### src/rtl/hazard_scoreboard_unit_pkg.sv
// Shared types and defaults for the hazard scoreboard unit.
// Optional statistics counters are enabled with the HAZARD_STATS_EN macro.
package hazard_scoreboard_unit_pkg;

    typedef enum logic [1:0] {
        HZ_RUN    = 2'd0,
        HZ_DATA   = 2'd1,
        HZ_FREEZE = 2'd2,
        HZ_FLUSH  = 2'd3
    } hz_state_e;

    localparam int DEF_ALU_USE_DELAY   = 0;
    localparam int DEF_LOAD_USE_DELAY  = 1;
    localparam int DEF_NOFWD_USE_DELAY = 3;
    localparam int DEF_STALL_TIMEOUT   = 64;

    // Width able to hold 0..max_val, never narrower than one bit.
    function automatic int cnt_width(input int max_val);
        return (max_val < 1) ? 1 : $clog2(max_val + 1);
    endfunction

    function automatic int max2(input int a, input int b);
        return (a > b) ? a : b;
    endfunction

endpackage

### src/rtl/hazard_scoreboard_unit_counter.sv
// One scoreboard entry: cycles remaining until a register's pending result is usable.
// Loads on issue, holds on freeze, otherwise counts down and sticks at zero.
module hazard_pending_counter #(
    parameter int CW = 2
) (
    input  logic          clk,
    input  logic          reset,
    input  logic          hold_i,
    input  logic          load_i,
    input  logic [CW-1:0] load_val_i,
    output logic [CW-1:0] count_o,
    output logic          pending_o
);

    logic [CW-1:0] count_d, count_q;

    // NOTE: count_d gets a default first so no path leaves it unassigned (no latch).
    always_comb begin
        count_d = count_q;
        if (!hold_i) begin
            if (count_q != '0) count_d = count_q - 1'b1;
            if (load_i)        count_d = load_val_i;
        end
    end

    // NOTE: state flops use non-blocking assignment so all flops update together.
    always_ff @(posedge clk) begin
        if (reset) count_q <= '0;
        else       count_q <= count_d;
    end

    assign count_o   = count_q;
    assign pending_o = (count_q != '0);

endmodule

### src/rtl/hazard_scoreboard_unit.sv
// Scoreboard-based hazard unit: per-register pending counters drive PC/IF-ID/ID-EX controls.
// Define HAZARD_STATS_EN to add saturating stall/freeze/flush statistics outputs.
module hazard_scoreboard_unit
    import hazard_scoreboard_unit_pkg::*;
#(
    parameter int NUM_REGS        = 4,
    parameter int REG_AW          = 2,
    parameter int DATA_FORWARDING = 1,
    parameter int ALU_USE_DELAY   = DEF_ALU_USE_DELAY,
    parameter int LOAD_USE_DELAY  = DEF_LOAD_USE_DELAY,
    parameter int NOFWD_USE_DELAY = DEF_NOFWD_USE_DELAY,
    parameter int STALL_TIMEOUT   = DEF_STALL_TIMEOUT
) (
    input  logic              clk,
    input  logic              reset,
    input  logic              id_valid,
    input  logic              id_use_rs,
    input  logic              id_use_rt,
    input  logic [REG_AW-1:0] id_rs,
    input  logic [REG_AW-1:0] id_rt,
    input  logic              id_reg_write,
    input  logic [REG_AW-1:0] id_dest,
    input  logic              id_is_load,
    input  logic              jump_miss,
    input  logic              i_branch_miss,
    input  logic              mem_stall,
    output logic              pc_write,
    output logic              ir_write,
    output logic              stall_IFID,
    output logic              stall_IDEX,
    output logic              flush_IFID,
    output logic              flush_IDEX,
    output logic [1:0]        hazard_state,
    output logic              hazard_error
`ifdef HAZARD_STATS_EN
    ,
    output logic [15:0]       stat_stall_cycles,
    output logic [15:0]       stat_freeze_cycles,
    output logic [15:0]       stat_flushes
`endif
);

    localparam int MAX_DELAY = (DATA_FORWARDING != 0) ? max2(ALU_USE_DELAY, LOAD_USE_DELAY)
                                                      : NOFWD_USE_DELAY;
    localparam int CW = cnt_width(MAX_DELAY);
    localparam int SW = cnt_width(STALL_TIMEOUT);

    localparam logic [CW-1:0] L_ALU   = CW'(ALU_USE_DELAY);
    localparam logic [CW-1:0] L_LOAD  = CW'(LOAD_USE_DELAY);
    localparam logic [CW-1:0] L_NOFWD = CW'(NOFWD_USE_DELAY);
    localparam logic [SW-1:0] TIMEOUT = SW'(STALL_TIMEOUT);

    logic [NUM_REGS-1:0]   pend;
    logic [CW-1:0]         cnt [NUM_REGS];
    logic [2**REG_AW-1:0]  pend_ext;
    logic                  freeze, flush, dhaz, issue;
    logic [CW-1:0]         issue_delay;
    hz_state_e             hz_class, hazard_state_q;
    logic [SW-1:0]         stall_run_d, stall_run_q;
    logic                  hazard_error_d, hazard_error_q;

    // Addresses beyond NUM_REGS see a zero-extended pending vector.
    always_comb begin
        pend_ext                 = '0;
        pend_ext[NUM_REGS-1:0]   = pend;
    end

    assign freeze = mem_stall;
    assign flush  = jump_miss | i_branch_miss;
    assign dhaz   = id_valid & ((id_use_rs & pend_ext[id_rs]) | (id_use_rt & pend_ext[id_rt]));
    assign issue  = id_valid & id_reg_write & ~freeze & ~flush & ~dhaz;

    always_comb begin
        if (DATA_FORWARDING != 0) issue_delay = id_is_load ? L_LOAD : L_ALU;
        else                      issue_delay = L_NOFWD;
    end

    for (genvar g = 0; g < NUM_REGS; g++) begin : g_cnt
        hazard_pending_counter #(.CW(CW)) u_cnt (
            .clk        (clk),
            .reset      (reset),
            .hold_i     (freeze),
            .load_i     (issue && (id_dest == REG_AW'(g))),
            .load_val_i (issue_delay),
            .count_o    (cnt[g]),
            .pending_o  (pend[g])
        );
    end

    always_comb begin
        if (freeze)     hz_class = HZ_FREEZE;
        else if (flush) hz_class = HZ_FLUSH;
        else if (dhaz)  hz_class = HZ_DATA;
        else            hz_class = HZ_RUN;
    end

    always_comb begin
        pc_write   = 1'b1;
        ir_write   = 1'b1;
        stall_IFID = 1'b0;
        stall_IDEX = 1'b0;
        flush_IFID = 1'b0;
        flush_IDEX = 1'b0;
        unique case (hz_class)
            HZ_FREEZE: begin
                pc_write   = 1'b0;
                ir_write   = 1'b0;
                stall_IFID = 1'b1;
                stall_IDEX = 1'b1;
            end
            HZ_FLUSH: begin
                flush_IFID = 1'b1;
                flush_IDEX = 1'b1;
            end
            HZ_DATA: begin
                pc_write   = 1'b0;
                ir_write   = 1'b0;
                stall_IFID = 1'b1;
                flush_IDEX = 1'b1;
            end
            default: ;
        endcase
    end

    // Freeze cycles leave the consecutive-stall run untouched.
    always_comb begin
        stall_run_d    = stall_run_q;
        hazard_error_d = hazard_error_q;
        unique case (hz_class)
            HZ_DATA:   if (stall_run_q != TIMEOUT) stall_run_d = stall_run_q + 1'b1;
            HZ_FREEZE: ;
            default:   stall_run_d = '0;
        endcase
        if (stall_run_d == TIMEOUT) hazard_error_d = 1'b1;
    end

    always_ff @(posedge clk) begin
        if (reset) begin
            hazard_state_q <= HZ_RUN;
            stall_run_q    <= '0;
            hazard_error_q <= 1'b0;
        end else begin
            hazard_state_q <= hz_class;
            stall_run_q    <= stall_run_d;
            hazard_error_q <= hazard_error_d;
        end
    end

    assign hazard_state = hazard_state_q;
    assign hazard_error = hazard_error_q;

`ifdef HAZARD_STATS_EN
    logic [15:0] stat_stall_d, stat_stall_q;
    logic [15:0] stat_freeze_d, stat_freeze_q;
    logic [15:0] stat_flush_d, stat_flush_q;

    always_comb begin
        stat_stall_d  = stat_stall_q;
        stat_freeze_d = stat_freeze_q;
        stat_flush_d  = stat_flush_q;
        if (hz_class == HZ_DATA   && stat_stall_q  != 16'hFFFF) stat_stall_d  = stat_stall_q + 1'b1;
        if (hz_class == HZ_FREEZE && stat_freeze_q != 16'hFFFF) stat_freeze_d = stat_freeze_q + 1'b1;
        if (hz_class == HZ_FLUSH  && stat_flush_q  != 16'hFFFF) stat_flush_d  = stat_flush_q + 1'b1;
    end

    always_ff @(posedge clk) begin
        if (reset) begin
            stat_stall_q  <= '0;
            stat_freeze_q <= '0;
            stat_flush_q  <= '0;
        end else begin
            stat_stall_q  <= stat_stall_d;
            stat_freeze_q <= stat_freeze_d;
            stat_flush_q  <= stat_flush_d;
        end
    end

    assign stat_stall_cycles  = stat_stall_q;
    assign stat_freeze_cycles = stat_freeze_q;
    assign stat_flushes       = stat_flush_q;
`endif

endmodule

### config.mk
export PLATFORM = sky130hd
export DESIGN_NAME = hazard_scoreboard_unit
export DESIGN_NICKNAME = d
export VERILOG_FILES = /design/src/rtl/hazard_scoreboard_unit_pkg.sv /design/src/rtl/hazard_scoreboard_unit_counter.sv /design/src/rtl/hazard_scoreboard_unit.sv
export SDC_FILE = /design/constraint.sdc
export NUM_CORES = 1
export LEC_CHECK = 0
export ABC_AREA = 0
export CAP_MARGIN = 10
export CORE_UTILIZATION = 30
export DETAILED_ROUTE_END_ITERATION = 12
export PLACE_DENSITY = 0.55
export SKIP_CTS_REPAIR_TIMING = 1
export SYNTH_ARGS = -nofsm -noshare
export SYNTH_HDL_FRONTEND = slang
export SYNTH_SLANG_ARGS = --single-unit
### constraint.sdc
create_clock -name clk -period 6.3 [get_ports clk]
set_input_delay 1.26 -clock clk [delete_from_list [all_inputs] [get_ports clk]]
set_output_delay 1.26 -clock clk [all_outputs]
set_load 0.02 [all_outputs]
==> summary.md <==
| Metric | Value |
|---|---|
| Post-Synthesis Cells | 110 |
| Routed WL per cell | approximately 13 um |
| Num CTS Buffers | 3 |
| Area Growth Syn to Fin | 29.6% |
| #FFs+latches synth | 14 |
| R2R cell count | 9 |
| Commonest non-fill, non-tap cell in the layout | clkdlybuf4s50_1 |
| TritonRoute pass-1 iters | 8 |
| Vias in the first global route | just over 800 |
| Mean Syn Cell Area | approximately 8.3 sq um |
| Leak | roughly 0.00042 uW |
| H-tree Lvls | 1 |
| Final hold vios | 0 |
| Starting DRT DRC Count | 30 |
| Period utilisation layout | 79.5% |
| Initial antenna violation count | 0 |
| Full die area | 0.00327 sq mm |
| CP endpoint kind | output pin |
| Site Rows | 19 |
| Synth unique cells | 45 |
| CP arrival | 3750 ps |
| Status | finished with violations |
| Core Region | about 0.0028 sq mm |
| GP Congestion | roughly 0.76 |
| Synth Net Count | 130 |
| Critical-path maximum fanout | 7 |
| Worst slew margin relative to its limit | between 60% and 70% |
| NumNets Final | around 150 |
| Post-DR vias/cell | 5.32 |
| Mapped Area | roughly 910 sq um |
| Failing checks | DRC |
| CTS tree | done |
| Yosys warnings | 0 |
| Global route overflow | 0 |
| Port Buffer Count | 24 |
| Tightest Pin Transition | 483 ps |
| Hold WS | 457 ps |
| Ant diodes | 0 |
| Maxcap violations | 0 |
| Initial Util | between 30 and 40% |
| CTS Root Cell | clkbuf_4 |
| # IOs | 25 |
| CP Launch Type | input port |
| DIE HEIGHT | ~57 um |
| Gr usage total | 14.0% |
| Dpl hpwl | between 1500 and 2000 um |
| Asr flop ratio synth | 0% |
| VDD IR max | approximately 82 uV |
| Commonest cells after routing, fill and taps aside | clkdlybuf4s50_1 (24), nor2_1 (17), dfxtp_1 (14) |
| Via Count | between 800 and 900 |
| Hold/Removal Path Class | reg2reg |
| Hold path depth | 2 |
| Worst path required time | ~5000 ps |
| Top_reg_cell synth | dfxtp_1 |
| Critical path class | in2out |
| Final TNS setup | 0 ps |
| Post-synth EDFFs | 0 |
| Final WL | 2060 um |
| Clock transition at path regs | around 70 ps |
| Endpoints failing setup | 0 |
| Clock insertion delay at the later pin of the skew report | 270 ps |
| Routed Antenna Nets | 0 |
| Clk buf depth | 2 |
| Share of cells above drive strength 1 | between 10% and 20% |
| Final Power | 173 uW |
| Clock Skew | around 5.4 ps |
| Sink Count | 14 |
| RSZ-0062 raised after global routing | no |
| First-pass GRT wire length | 3540 um |
| PwrDens | around 150 mW/mm^2 |
| Seq/Total Area, Yosys | between 30% and 40% |
| Period minus WS final | ~5000 ps |
| Largest net degree at the start of global routing | 16 |
| Fmax | 200 MHz |
| Die X | 57.2 um |
| Fin. max-slew vios | 0 |
| DRC Markers | 1 |
[synth_stat cells (all sizes together), types with 3 or more instances]
cell type	instances	area share (%)
ha	4	5.5
o21ai	7	4.2
nand2	7	3.2
dfxtp	14	31
a21oi	4	2.2
nor2	18	8.2
buf	3	2.6
and3	3	2.2
nand3	4	2.2
inv	9	3.7
[cell families (layout without fill, tap and decap cells)]
family,Yosys count,count (layout),synth area share [%]
muxes,2,2,4.93
and+or+nand+nor,47,47,27.9
DFF,14,14,30.7
adders and majority gates,4,4,5.48
xor gates and xnor gates,1,1,0.959
buffers and inverters,14,36,7.12
AOI/OAI and AO/OA,28,28,22.9
[worst max-delay path, cell delays in order]
cell and delay [ps]:
clkdlybuf4s50_1 480, mux4_2 500, a22oi_2 280, o22ai_1 150, ha_1 410, inv_1 80, clkdlybuf4s50_1 600
[metal layers]
layer | global-route usage [%] | up-vias | share of wire [%]
met1 | 18.1 | 397 | 46
met2 | 22.2 | 25 | 46
met5 | 0 | - | 0
met3 | 3.85 | 2 | 6.9
li1 | - | 443 | -
met4 | 5.23 | 0 | 0.73
[per-stage QoR]
| stage | instances | setup WS (ps) | utilization, % | area [sq um] |
|---|---|---|---|---|
| after floorplan | 110 | 2290 | - | 913 |
| after global placement | 160 | 1330 | 41.0 | 1160 |
| after detailed placement | 160 | 1300 | 41.0 | 1160 |
| after CTS | 163 | 1290 | 41.8 | 1180 |
| after global routing | 163 | 1200 | 41.8 | 1180 |
| final | 163 | 1290 | 41.8 | 1180 |
[worst paths after layout]
path,startpoint,to,slack [ps]
setup / recovery,id_rt[1],stall_IFID,1290
hold / removal,hazard_error$_SDFFE_PP0N_,hazard_error$_SDFFE_PP0N_,460
setup reg to reg,g_cnt[3].u_cnt.count_o$_SDFFE_PP0N_,hazard_error$_SDFFE_PP0N_,3710
hold reg to reg,hazard_error$_SDFFE_PP0N_,hazard_error$_SDFFE_PP0N_,460
[where the power goes]
group	internal [uW]	total [uW]	switching, uW
registers	89.3	89.7	0.375
clock network	22.1	47.7	25.6
logic	19.0	35.9	16.8
total	130	173	42.8
[flip-flops by register name (all words and copies together), names as in the netlist]
signal	cells
hazard_state	2
g_cnt.u_cnt.count_o	4
hazard_error	1
stall_run_q	7
[final cells by class]
| type | instances | area, sq um |
|---|---|---|
| repair buffers | 24 | 240 |
| clock buffers | 3 | 22.5 |
| fillers | 284 | 1650 |
| flip-flops and latches | 14 | 280 |
| inverters | 9 | 33.8 |
| well taps | 31 | 38.8 |
| multi-input cells | 82 | 568 |
Power figures use the tool's default switching activity.
